**src/rtl/fetch_pc_unit_pkg.sv**
```systemverilog
// Shared CPU constants for the fetch stage: reset vector, FSM encoding and
// word-alignment helper.
package fetch_pc_unit_pkg;

  localparam logic [31:0] RESET_PC_DEFAULT = 32'h4000_0000;

  typedef enum logic [1:0] {
    StBoot = 2'd0,
    StRun  = 2'd1,
    StPend = 2'd2
  } fetch_state_e;

  function automatic logic [31:0] word_align(input logic [31:0] addr);
    return addr & ~32'h3;
  endfunction

endpackage

```
**src/rtl/fetch_pc_unit_incr.sv**
```systemverilog
// Adder pair for the fetch stage: next sequential fetch address and the
// link address of the instruction in decode.
module pc_incr (
  input  logic [31:0] pc_fetch_i,
  input  logic [31:0] pc_decode_i,
  output logic [31:0] fetch_plus4_o,
  output logic [31:0] decode_plus8_o
);

  // Both sums wrap modulo 2^32 by construction.
  assign fetch_plus4_o  = pc_fetch_i + 32'd4;
  assign decode_plus8_o = pc_decode_i + 32'd8;

endmodule

```
**src/rtl/fetch_pc_unit.sv**
```systemverilog
// Fetch PC generation with one branch delay slot, stall hold, and a pending
// redirect slot for branches resolved while the pipeline is stalled.
module fetch_pc_unit
  import fetch_pc_unit_pkg::*;
#(
  parameter logic [31:0] RESET_PC = RESET_PC_DEFAULT
) (
  input  logic        clk,
  input  logic        rst_n,
  input  logic        stall,
  input  logic        take_branch,
  input  logic [31:0] branch_target,
  output logic [31:0] imem_addr,
  output logic        imem_en,
  output logic [31:0] pc_id,
  output logic [31:0] pc_id_plus8,
  output logic        valid_id,
  output logic        misalign
);

  fetch_state_e state_q, state_d;
  logic [31:0]  pc_q, pc_d;
  logic [31:0]  pend_q, pend_d;
  logic [31:0]  pc_id_q, pc_id_d;
  logic         valid_id_q, valid_id_d;
  logic         misalign_q, misalign_d;
  logic [31:0]  pc_plus4;
  logic         target_unaligned;

  pc_incr u_pc_incr (
    .pc_fetch_i     (pc_q),
    .pc_decode_i    (pc_id_q),
    .fetch_plus4_o  (pc_plus4),
    .decode_plus8_o (pc_id_plus8)
  );

  assign target_unaligned = |branch_target[1:0];

  // State register and datapath registers.
  always_ff @(posedge clk) begin
    if (!rst_n) begin
      state_q    <= StBoot;
      pc_q       <= RESET_PC;
      pend_q     <= '0;
      pc_id_q    <= '0;
      valid_id_q <= 1'b0;
      misalign_q <= 1'b0;
    end else begin
      state_q    <= state_d;
      pc_q       <= pc_d;
      pend_q     <= pend_d;
      pc_id_q    <= pc_id_d;
      valid_id_q <= valid_id_d;
      misalign_q <= misalign_d;
    end
  end

  always_comb begin
    state_d = state_q;
    case (state_q)
      StBoot:  state_d = StRun;
      StRun:   if (stall && take_branch) state_d = StPend;
      StPend:  if (!stall) state_d = StRun;
      default: state_d = StRun;
    endcase
  end

  // take_branch is ignored in StBoot and StPend: in StPend the held decode
  // stage keeps re-asserting the same branch that is already captured.
  always_comb begin
    pc_d       = pc_q;
    pend_d     = pend_q;
    pc_id_d    = pc_id_q;
    valid_id_d = valid_id_q;
    misalign_d = 1'b0;
    case (state_q)
      StBoot: begin
        if (!stall) begin
          pc_d       = pc_plus4;
          pc_id_d    = pc_q;
          valid_id_d = 1'b1;
        end
      end
      StRun: begin
        if (!stall) begin
          pc_d       = take_branch ? word_align(branch_target) : pc_plus4;
          pc_id_d    = pc_q;
          valid_id_d = 1'b1;
          misalign_d = take_branch && target_unaligned;
        end else if (take_branch) begin
          pend_d     = word_align(branch_target);
          misalign_d = target_unaligned;
        end
      end
      StPend: begin
        if (!stall) begin
          pc_d       = pend_q;
          pc_id_d    = pc_q;
          valid_id_d = 1'b1;
        end
      end
      default: ;
    endcase
  end

  assign imem_addr = pc_q;
  assign imem_en   = ~stall;
  assign pc_id     = pc_id_q;
  assign valid_id  = valid_id_q;
  assign misalign  = misalign_q;

endmodule

```
**config.mk**
```make
export PLATFORM = sky130hd
export DESIGN_NAME = fetch_pc_unit
export DESIGN_NICKNAME = d
export VERILOG_FILES = /design/src/rtl/fetch_pc_unit_pkg.sv /design/src/rtl/fetch_pc_unit_incr.sv /design/src/rtl/fetch_pc_unit.sv
export SDC_FILE = /design/constraint.sdc
export NUM_CORES = 1
export LEC_CHECK = 0
export ABC_AREA = 1
export BUFFER_PORTS_ARGS = -buffer_cell sky130_fd_sc_hd__buf_2
export CAP_MARGIN = 5
export CORE_ASPECT_RATIO = 0.7
export CORE_MARGIN = 10
export CORE_UTILIZATION = 40
export DETAILED_ROUTE_END_ITERATION = 6
export HOLD_SLACK_MARGIN = 0.15
export SYNTH_ARGS = -nofsm -noshare
export SYNTH_HDL_FRONTEND = slang
export SYNTH_HIERARCHICAL = 1
export SYNTH_SLANG_ARGS = --single-unit
export TNS_END_PERCENT = 100
```
**constraint.sdc**
```tcl
create_clock -name clk -period 4.2 [get_ports clk]
set_clock_uncertainty 0.15 [all_clocks]
set_input_delay 0.42 -clock clk [delete_from_list [all_inputs] [get_ports clk]]
set_output_delay 0.42 -clock clk [all_outputs]
set_load 0.05 [all_outputs]
```
* Yosys cells after proc, flatten, opt, wreduce, memory -nomap -nowiden
Cells that the tools add are included.
Cells by class: add/sub/neg operators 2, eq/ne operators 6, mux-type cells 10, bitwise logic cells 1, reductions and logical operators 11
Operators by type and width (count):
- 2-to-1 mux 32 bit | 4
- one-hot mux 32 bit (3 select lines) | 1
- adder 32 x 3 -> 32 bit, second input constant | 1
- adder 32 x 4 -> 32 bit, second input constant | 1
- inequality test 2 bit, second input constant | 4
- AND reduction 2 bit | 3
- 2-to-1 mux 2 bit | 2
- one-hot mux 2 bit (2 select lines) | 1
- AND reduction 4 bit | 1
- AND reduction 3 bit | 1
- nonzero test 3 bit | 1
- OR reduction 3 bit | 1
- equality test 2 x 1 -> 1 bit, second input constant | 1
- equality test 2 bit, second input constant | 1
- logical AND 1 bit | 2
- zero test 2 bit | 1
- 2-to-1 mux 1 bit | 2
- OR reduction 2 bit | 1
- inverter 1 bit | 1
Storage, ports and cells: flip-flop bits (word level) 98, input port bits 36, output and inout bits 99

* Depth between registers and ports, before layout
Gate-level depths: netlist of the first run.
depth after elaboration 4, gate-level depth with buffers 12, mapped depth without buffers 12

* Modules after synthesis
Netlist of the first run, hierarchy kept.
Modules (own cells, without submodules):
- fetch_pc_unit | times used 1, cells an instance 647, area each 4470.5 um^2, seq. area each 1961.9 um^2
- pc_incr | times used 1, cells an instance 337, area each 1660.3 um^2, seq. area each 0.0 um^2

* Least setup slack after synthesis of the first run
No wires, ideal clock.
path kind reg-to-output, start register pc_id_q[3], in the netlist pc_id[3], end output port pc_id_plus8[16], data arrival time 2309 ps, data required time 3630 ps, slack 1321 ps, cell stages (with the launch flop) 6, cell sequence dfxtp_1 > inv_1 > nor2_2 > nand2_1 > nor2_2 > xor2_1
Between the ends: cells in the longest elaborated chain, start to end 1
RTL lines:
- start, declared | RTL line fetch_pc_unit.sv:24 | logic [31:0] pc_id_q, pc_id_d;
- start signal, assigned | RTL line fetch_pc_unit.sv:52 | pc_id_q <= pc_id_d;
- adder 32 x 4 -> 32 bit | RTL line fetch_pc_unit_incr.sv:12 | assign decode_plus8_o = pc_decode_i + 32'd8;
- end, declared | RTL line fetch_pc_unit.sv:16 | output logic [31:0] pc_id_plus8,
No other way between the ends.

* Worst setup path after layout of the first run
start register pc_id_q[4], in the netlist pc_id[4], end output port pc_id_plus8[25]
The elaborated chain is that of the path after synthesis.

==> flow_metrics.env, run 1 <==
export IMPL_path_cells="ha_1, nand2_1, nor2_2, nand2_1, nor2_2, nand3b_1, nand2_1, buf_2"
export IMPL_wl_um=19910
export IMPL_drt_iter0_markers=588
export IMPL_p_leak_nw=3.057
export IMPL_slowest_stage="dfxtp_1"
export IMPL_grt_pass1_vias=6126
export IMPL_worstMarginPinSlew_ns=1.050
export IMPL_viasPerCell=5.106
export IMPL_hold_buffers=0
export IMPL_synth_cells=984
export IMPL_grt_total_usage_pct=18.48
export IMPL_crit_required_ns=3.63
export IMPL_p_per_area_mw_per_mm2=428.7
export IMPL_final_nets=1126
export IMPL_antenna_found_initial=0
export IMPL_ir_drop_mv=0.1900
export IMPL_diodes=0
export IMPL_yosysUniqueCellTypes=25
export IMPL_critPathMaxStageDelay_ns=0.42
export IMPL_cts_resized_gates=0
export IMPL_drive_above_1_share_pct=19.04
export IMPL_synth_top_cell_area_share_pct=32.00
export IMPL_initial_core_util_pct=41.26
export IMPL_hold_viol_final=0
export IMPL_grt_start_max_net_pins=49
export IMPL_yosys_area_top_type="dfxtp_1"
export IMPL_ant_nets=0
export IMPL_fmax_mhz=368.7
export IMPL_final_core_util_pct=48.35
export IMPL_worstSkewPairLatency_ns=0.35
export IMPL_path_clk_slew_ns=0.07
export IMPL_period_minus_slack_ns=2.712
export IMPL_gr_total_overflow=0
export IMPL_path_common_cell="nand2_1"
export IMPL_fin_crit_sh_pct=64.57
export IMPL_drt_pass1_iterations=5
export IMPL_tns_ns=0
export IMPL_area_growth_pct=17.18
export IMPL_path_buf_inv=1
export IMPL_design_core_area_mm2=0.01486
export IMPL_slew_headroom_pct=29.93
export IMPL_hold_class="primary input to register"
export IMPL_rsz0062_at_grt="false"
export IMPL_cap_violations=0
export IMPL_cp_max_fo=5
export IMPL_h_tree_depth=3
export IMPL_ys_ff_latch=98
export IMPL_crit_family="simple AND/OR/NAND/NOR gates"
export IMPL_place_hpwl_um=14620
export IMPL_endpoint_kind="output port"
export IMPL_avgSynthCellArea_um2=6.231
export IMPL_num_rows=37
export IMPL_syn_nets=1027
export IMPL_die_area_mm2=0.02076
export IMPL_power_total_mw=3.080
export IMPL_timing_hold_ws_ns=0.1722
export IMPL_critPathArrivalTime_ns=2.14
export IMPL_slew_violations=0
export IMPL_synth_area_leaders="dfxtp_1, nand2_1, nor2_1"
export IMPL_drc=0
export IMPL_syn_area_mm2=0.006131
export IMPL_status="complete, no violations"
export IMPL_dieHeight_um=123.6
export IMPL_cts_sinks=98
export IMPL_pin_count=135
export IMPL_setup_viol=0
export IMPL_yosysSeqAreaShare_pct=32.00
export IMPL_gp_congestion=0.8599
export IMPL_clockBufferDepth=2
export IMPL_vias=6546
export IMPL_cts_root_buffer="clkbuf_16"
export IMPL_numPortBuffers=134
export IMPL_die_w_um=168.0
export IMPL_start_kind="register"
export IMPL_cts_buffers=9
export IMPL_wire_per_inst_um=15.53
export IMPL_worstSetupPathType="register to output port"
export IMPL_tritoncts="done"
export IMPL_grt_pass1_wl_um=32120
export IMPL_ys_warn_count=6
export IMPL_cts_setup_buffers=0
==> registers in the layout, indices dropped and copies added, names as in the netlist <==
register   count
state_q        2
pend_q        30
misalign       1
valid_id       1
pc_id         32
imem_addr     32
==> metal layers <==
| metal | up-vias | global-route usage [%] | routed length, µm |
|---|---|---|---|
| li1 | 3350 | - | - |
| met1 | 2994 | 24.51 | 9464 |
| met2 | 185 | 29.42 | 8857 |
| met3 | 17 | 5.508 | 1413 |
| met4 | 0 | 3.633 | 177 |
| met5 | - | 0 | 0 |
==> final cells by class <==
cell class | count | area, µm²
clock inverters | 6 | 115.1
multi-input cells | 794 | 3761
inverters | 37 | 138.9
well taps | 195 | 244.0
repair buffers | 143 | 738.2
fillers | 1587 | 7676
clock buffers | 9 | 225.2
flip-flops and latches | 98 | 1962
==> worst paths after layout <==
check	start	end	slack, ns	cells after the start
max reg2reg	state_q[0]	imem_addr[29]	1.61	7
max	pc_id[4]	pc_id_plus8[25]	1.49	8
min	branch_target[23]	pend_q[23]	0.17	3
min reg2reg	pend_q[23]	pend_q[23]	0.32	2
==> cells in the final DEF, fill, tap and decap left out <==
cell	n
nand3_2	1
inv_6	1
o21ai_0	38
inv_2	2
nor2_4	11
inv_1	35
buf_4	9
clkbuf_16	9
nand2_1	320
nand3b_1	15
dfxtp_1	98
nand2_4	1
a21oi_2	20
nor2_1	156
clkinvlp_4	1
a21oi_1	101
nand2_2	5
nand3_1	73
ha_1	7
nor3_1	1
buf_2	134
xor2_1	21
and2_1	6
bufinv_16	3
xnor2_1	9
clkinv_4	1
nor2_2	9
==> per-stage QoR <==
step	instances	instance area, µm²	setup slack [ns]
CTS	1282	7184	1.516
global placement	1267	6844	1.665
detailed placement	1267	6844	1.607
global route	1282	7184	1.306
finish	1282	7184	1.488
floorplan	984	6131	1.321
==> power by group <==
part / total, mW / internal [mW] / switching [mW] / leakage (nW)
Clock: 0.951 / 0.582 / 0.369 / 0.162
Combinational: 0.988 / 0.264 / 0.725 / 2.09
Sequential: 1.14 / 1.01 / 0.129 / 0.803
Total: 3.08 / 1.86 / 1.22 / 3.06
==> cells by family (layout without fill, tap and decap cells) <==
family	count (synthesis)	in the layout	share of synthesized area (%)
xor+xnor	30	30	4.286
flops	98	98	32.00
compound gates	159	159	14.20
fa+ha+maj	7	7	1.429
simple gates	598	598	41.39
buf+inv	92	195	6.694
==> synth_stat cells <==
| cell type | instances |
|---|---|
| ha_1 | 7 |
| a21oi_1 | 101 |
| clkbuf_1 | 29 |
| buf_2 | 16 |
| nand3_1 | 73 |
| nand2_1 | 321 |
| nor2_4 | 11 |
| inv_1 | 35 |
| nand2_4 | 1 |
| nand2_2 | 4 |
| nor2_2 | 9 |
| nand3_2 | 1 |
| and2_1 | 6 |
| xnor2_1 | 9 |
| dfxtp_1 | 98 |
| nor2_1 | 156 |
| inv_2 | 2 |
| buf_4 | 6 |
| nand3b_1 | 15 |
| buf_6 | 3 |
| nor3_1 | 1 |
| o21ai_0 | 38 |
| xor2_1 | 21 |
| a21oi_2 | 20 |
| buf_1 | 1 |
==> worst min-delay path, delay by kind of cell <==
family	cells	cell delay, ns
buf+inv	1	0.11
simple gates	1	0.05
compound gates	1	0.05
(Power assumes the default switching activity.)
==> inputs of run 2 (changes only) <==
Settings changed: ABC_AREA 1 to 0.
Clock period 4.2 ns to 2.83 ns, I/O delays scaled along.
==> run 2 against run 1 <==
Against the previous run:
- global-route usage decreased by 0.27 points
- synthesized cell count decreased by 37%
- wire length decreased by 18%
- cell count decreased by 28%
- via count decreased by 22%
- highest routed layer unchanged
==> flow_metrics.env, run 2 <==
export IMPL_ir_drop_mv=0.3067
export IMPL_hold_start="stall"
export IMPL_h_tree_depth=3
export IMPL_rsz0062_at_grt="false"
export IMPL_wire_per_inst_um=17.60
export IMPL_p_leak_nw=2.668
export IMPL_synthArstFlopShare_pct=0
export IMPL_viasPerCell=5.529
export IMPL_worstMarginPinSlew_ns=1.245
export IMPL_initial_core_util_pct=41.10
export IMPL_hold_viol_final=0
export IMPL_stdcell_count=929
export IMPL_start_kind="register"
export IMPL_numPortBuffers=134
export IMPL_reg2reg_depth=6
export IMPL_slew_headroom_pct=17.01
export IMPL_r2r_setup_slack_ns=0.35
export IMPL_status="complete, no violations"
export IMPL_final_nets=805
export IMPL_path_cells="ha_1, nand4_1, nor3_1, xnor2_1, buf_2"
export IMPL_ant_nets=0
export IMPL_diodes=0
export IMPL_worstSetupPathType="register to output port"
export IMPL_die_area_mm2=0.01780
export IMPL_gp_congestion=0.8674
export IMPL_endpoint_kind="output port"
export IMPL_p_per_area_mw_per_mm2=484.8
export IMPL_ys_flop_type="dfxtp_1"
export IMPL_yosysSeqAreaShare_pct=38.30
export IMPL_design_core_area_mm2=0.01246
export IMPL_fin_crit_sh_pct=91.63
export IMPL_vias=5136
export IMPL_critPathMaxStageDelay_ns=0.45
export IMPL_setup_viol=0
export IMPL_avgSynthCellArea_um2=8.262
export IMPL_grt_pass1_vias=5049
export IMPL_gr_total_overflow=0
export IMPL_area_growth_pct=27.33
export IMPL_cts_buffers=9
export IMPL_tns_ns=0
export IMPL_grt_pass1_wl_um=26770
export IMPL_slew_violations=0
export IMPL_drt_pass1_iterations=5
export IMPL_synth_cells_most_frequent="nand2_1, dfxtp_1, a21oi_1"
export IMPL_wl_um=16350
export IMPL_cts_root_buffer="clkbuf_16"
export IMPL_hold_depth=3
export IMPL_die_w_um=155.3
export IMPL_rr_startpoint="state_q[0]"
export IMPL_pin_count=135
export IMPL_synth_cells=620
export IMPL_critPathArrivalTime_ns=2.16
export IMPL_syn_nets=663
export IMPL_crit_required_ns=2.40
export IMPL_hold_class="primary input to register"
export IMPL_final_core_util_pct=52.33
export IMPL_fmax_mhz=385.6
export IMPL_worstSkewPairLatency_ns=0.34
export IMPL_cts_sinks=98
export IMPL_num_rows=34
export IMPL_tritoncts="done"
export IMPL_place_hpwl_um=11730
export IMPL_synth_area_leaders="dfxtp_1, nand2_1, a21oi_1"
export IMPL_yosysUniqueCellTypes=40
export IMPL_crit_family="simple AND/OR/NAND/NOR gates"
export IMPL_slowest_stage="ha_1"
export IMPL_drt_iter0_markers=320
export IMPL_ys_warn_count=6
export IMPL_grt_start_max_net_pins=49
export IMPL_period_minus_slack_ns=2.593
export IMPL_synth_top_cell_area_share_pct=38.30
export IMPL_final_common_cell="nand2_1"
export IMPL_r2r_end="imem_addr[25]"
export IMPL_antenna_found_initial=0
export IMPL_dp_cells=880
export IMPL_path_clk_slew_ns=0.06
export IMPL_drive_above_1_share_pct=24.51
export IMPL_min_to="state_q[0]"
export IMPL_yosysMostFrequentCell="nand2_1"
export IMPL_clockBufferDepth=2
export IMPL_drc=0
export IMPL_ys_ff_latch=98
export IMPL_dieHeight_um=114.7
export IMPL_synth_edff_count=0
export IMPL_path_buf_inv=1
export IMPL_syn_area_mm2=0.005122
export IMPL_cap_violations=0
export IMPL_cp_max_fo=11
export IMPL_mostFrequentLayoutCells="nand2_1, buf_2, dfxtp_1"
export IMPL_grt_total_usage_pct=18.22
export IMPL_yosys_area_top_type="dfxtp_1"
run 2: cell count changes in the layout (fill, tap and decap cells not counted), sizes merged, moves of 29 or more:
cell,change
a32o,+29
o21ai,-36
xnor2,+39
nor2,-157
nand3,-51
nand2,-182
o2bb2ai,+29
dlygate4sd3,+32
run 2: power by group:
group,internal (mW),switching [mW],leakage (nW),total [mW]
combinational,0.177,0.389,1.74,0.567
sequential,1.43,0.0573,0.793,1.48
clock,0.617,0.496,0.133,1.11
total,2.22,0.943,2.67,3.16
run 2: worst reg2reg max path, stage by stage (launching register included):
cell and delay (ns):
dfxtp_1 0.39, inv_1 0.10, ha_1 0.30, and3_1 0.99
a32o_1 0.25, a21oi_1 0.05, o2bb2ai_1 0.17
run 2: area by class of cell:
cell class	count	area (µm²)
sequential	98	1962
multi-input combinational	462	2934
tap	162	202.7
clock inverter	3	15.01
inverter	12	45.04
clock buffer	13	250.2
fill	1204	5942
timing repair buffer	179	1114
run 2: cell families after synthesis:
kind of cell             after synthesis  share of synthesized area [%]
flip-flops                            98                          38.30
buffers and inverters                 60                          6.131
AND/OR/NAND/NOR                      240                          22.76
XOR/XNOR                              55                          9.404
adder cells (fa/ha/maj)                7                          1.710
AO/OA/AOI/OAI                        160                          21.69
run 2: metal layers:
layer / track usage [%] / vias to the layer above / wire length (µm)
met1: 23.97 / 2481 / 7434
met3: 5.743 / 15 / 1311
met2: 28.86 / 166 / 7445
met5: 0 / - / 0
li1: - / 2474 / -
met4: 3.483 / 0 / 156
run 2: worst max path at each step:
stage	endpoint	slack [ns]	depth (start not counted)	start
global route	pc_id_plus8[13]	0.009	5	pc_id[3]
floorplan	pc_id_plus8[22]	0.002	5	pc_id[5]
global placement	pc_id_plus8[30]	0.42	5	pc_id[20]
detailed placement	pc_id_plus8[31]	0.32	5	pc_id[11]
CTS	pc_id_plus8[30]	0.08	5	pc_id[19]
finish	pc_id_plus8[17]	0.24	5	pc_id[3]
run 2: stage by stage:
stage	hold WS (ns)	setup WS, ns	area, µm²	power [mW]
after floorplan	0.2690	0.001560	5197	1.891
after global placement	0.2885	0.4170	5911	2.036
after detailed placement	0.2966	0.3151	5911	2.044
after CTS	0.2541	0.07966	6516	3.201
after global routing	0.2796	0.009224	6523	3.301
final	0.2652	0.2368	6523	3.162
run 2: timing repair:
| item | 4_1_cts | 5_1_grt |
|---|---|---|
| hold buffers | 32 | 0 |
| setup endpoints to repair | 3 | 1 |
| gates resized for setup | 0 | 1 |
| pin swaps | 1 | 0 |
| hold endpoints to repair | 31 | 0 |
| setup buffers | 1 | 0 |
==> inputs of run 3 (changes only) <==
--- a/constraint.sdc
+++ b/constraint.sdc
@@ -4,2 +4,2 @@
 set_output_delay 0.283 -clock clk [all_outputs]
-set_load 0.05 [all_outputs]
+set_load 0.02 [all_outputs]
==> run 3 against run 2 <==
Against the previous run:
- utilization fell by 0.43 points
- cell count down 0.11%
- worst setup slack improved by 0.020 ns
- non-clock buffer count unchanged
- count of clock-buffer cells in the layout did not move
- largest cell class unchanged
- final area is 0.82% lower
- register-to-register slack is essentially flat
==> flow_metrics.env, run 3 (synthesis gave the netlist of run 2 again) <==
export IMPL_timing_final_ws_setup_ns=0.2567
export IMPL_path_common_cell="nand4_1"
export IMPL_r2r_end="imem_addr[17]"
export IMPL_antenna_found_initial=0
export IMPL_cap_violations=0
export IMPL_hold_class="primary input to register"
export IMPL_grt_pass1_wl_um=27100
export IMPL_placed_area_mm2=0.005836
export IMPL_numPortBuffers=134
export IMPL_period_minus_slack_ns=2.573
export IMPL_hold_viol_final=0
export IMPL_p_per_area_mw_per_mm2=499.9
export IMPL_clockBufferDepth=2
export IMPL_grtUsageMet1_pct=23.94
export IMPL_vias=5135
export IMPL_busiest_layer="met2"
export IMPL_power_total_mw=3.234
export IMPL_tns_ns=0
export IMPL_initial_core_util_pct=41.10
export IMPL_critPathLaunch="pc_id[19]"
export IMPL_dp_slack_ns=0.3852
export IMPL_design_core_area_mm2=0.01246
export IMPL_dieHeight_um=114.7
export IMPL_cts_root_buffer="clkbuf_16"
export IMPL_wl_um=16780
export IMPL_area_growth_pct=26.28
export IMPL_grt_start_max_net_pins=68
export IMPL_critPathMaxStageDelay_ns=0.57
export IMPL_cp_max_fo=7
export IMPL_viasPerCell=5.533
export IMPL_worstSetupPathType="register to output port"
export IMPL_endpoint_kind="output port"
export IMPL_drt_iter0_markers=319
export IMPL_n_fill_cell=1194
export IMPL_drt_pass1_iterations=6
export IMPL_start_kind="register"
export IMPL_slew_headroom_pct=17.74
export IMPL_ant_nets=0
export IMPL_slew_violations=0
export IMPL_tritoncts="done"
export IMPL_slowest_stage="nor4_1"
export IMPL_use_met2_pct=29.45
export IMPL_final_nets=805
export IMPL_hold_depth=4
export IMPL_diodes=0
export IMPL_grt_pass1_vias=5145
export IMPL_min_to="imem_addr[0]"
export IMPL_fin_area_mm2=0.006469
export IMPL_reg2reg_depth=6
export IMPL_die_area_mm2=0.01780
export IMPL_gr_total_overflow=0
export IMPL_ir_drop_mv=0.3883
export IMPL_crit_family="simple AND/OR/NAND/NOR gates"
export IMPL_h_tree_depth=3
export IMPL_rr_startpoint="state_q[1]"
export IMPL_worstMarginPinSlew_ns=1.234
export IMPL_cts_sinks=98
export IMPL_fmax_mhz=388.6
export IMPL_path_clk_slew_ns=0.07
export IMPL_r2r_setup_slack_ns=0.35
export IMPL_p_leak_nw=2.594
export IMPL_gp_congestion=0.8383
export IMPL_worstSkewPairLatency_ns=0.34
export IMPL_critPathArrivalTime_ns=2.14
export IMPL_die_w_um=155.3
export IMPL_wire_per_inst_um=18.08
export IMPL_drc=0
export IMPL_path_cells="nand4_1, nor4_1, nand4_1, xnor2_1, buf_2"
export IMPL_fin_crit_sh_pct=90.93
export IMPL_place_hpwl_um=11720
export IMPL_num_rows=34
export IMPL_cts_buffers=9
export IMPL_grt_total_usage_pct=18.49
export IMPL_dp_cells=880
export IMPL_pin_count=135
export IMPL_final_common_cell="nand2_1"
export IMPL_hold_start="take_branch"
export IMPL_mostFrequentLayoutCells="nand2_1, buf_2, dfxtp_1"
export IMPL_setup_viol=0
export IMPL_status="complete, no violations"
export IMPL_crit_required_ns=2.40
export IMPL_drive_above_1_share_pct=23.24
export IMPL_rsz0062_at_grt="false"
export IMPL_use_met3_pct=6.644
export IMPL_stdcell_count=928
export IMPL_path_buf_inv=1
==> run 3: changes by cell type in the layout (fill, tap and decap cells not counted), sizes merged <==
cell	previous run	this run
clkinv	3	1
bufinv	0	1
==> run 3: per-layer routing <==
layer | vias to the layer above | share of wire, %
li1 | 2472 | -
met1 | 2464 | 46
met2 | 187 | 44
met3 | 12 | 9.2
met4 | 0 | 0.46
met5 | - | 0
==> run 3: worst max-delay path by stage <==
stage                       to  slack (ns)  cells past startpoint
6_report       pc_id_plus8[30]        0.26                      5
4_1_cts        pc_id_plus8[31]        0.04                      5
3_5_place_dp     imem_addr[16]        0.39                      6
2_1_floorplan    imem_addr[30]        0.62                      6
3_3_place_gp     imem_addr[30]        0.42                      6
5_1_grt        pc_id_plus8[30]        0.09                      5
==> run 3: worst min-delay path, delay by kind of cell <==
kind                   cells  cell delay, ns
buffers and inverters      1            0.16
AOI/OAI and AO/OA          2            0.18
and+or+nand+nor            1            0.09
==> run 3: layout make-up <==
type / instances / area, µm² / area share, %
clock buffers: 13 / 270.3 / 4.178
repair buffers: 179 / 1101 / 17.02
flip-flops and latches: 98 / 1962 / 30.33
multi-input cells: 462 / 2853 / 44.10
well taps: 162 / 202.7 / 3.133
clock inverters: 2 / 35.03 / 0.5416
inverters: 12 / 45.04 / 0.6963
==> run 3: power by group <==
part | total, mW | internal, mW | switching (mW) | leakage (nW)
clock network | 1.26 | 0.752 | 0.513 | 0.152
registers | 1.48 | 1.43 | 0.0577 | 0.793
logic | 0.486 | 0.175 | 0.312 | 1.65
total | 3.23 | 2.35 | 0.882 | 2.59
==> run 3: through the flow <==
step | util (%) | hold slack, ns
3_5_place_dp | 46.82 | 0.2984
3_3_place_gp | 46.82 | 0.2886
2_1_floorplan | - | 0.2690
5_1_grt | 51.90 | 0.3230
4_1_cts | 51.84 | 0.2420
6_report | 51.90 | 0.2652
==> run 3: timing repair <==
action,4_1_cts,5_1_grt
hold buffers,32,0
setup endpoints to repair,0,11
resized for setup,0,0
endpoints found under the hold margin,31,0
buffers inserted,0,1
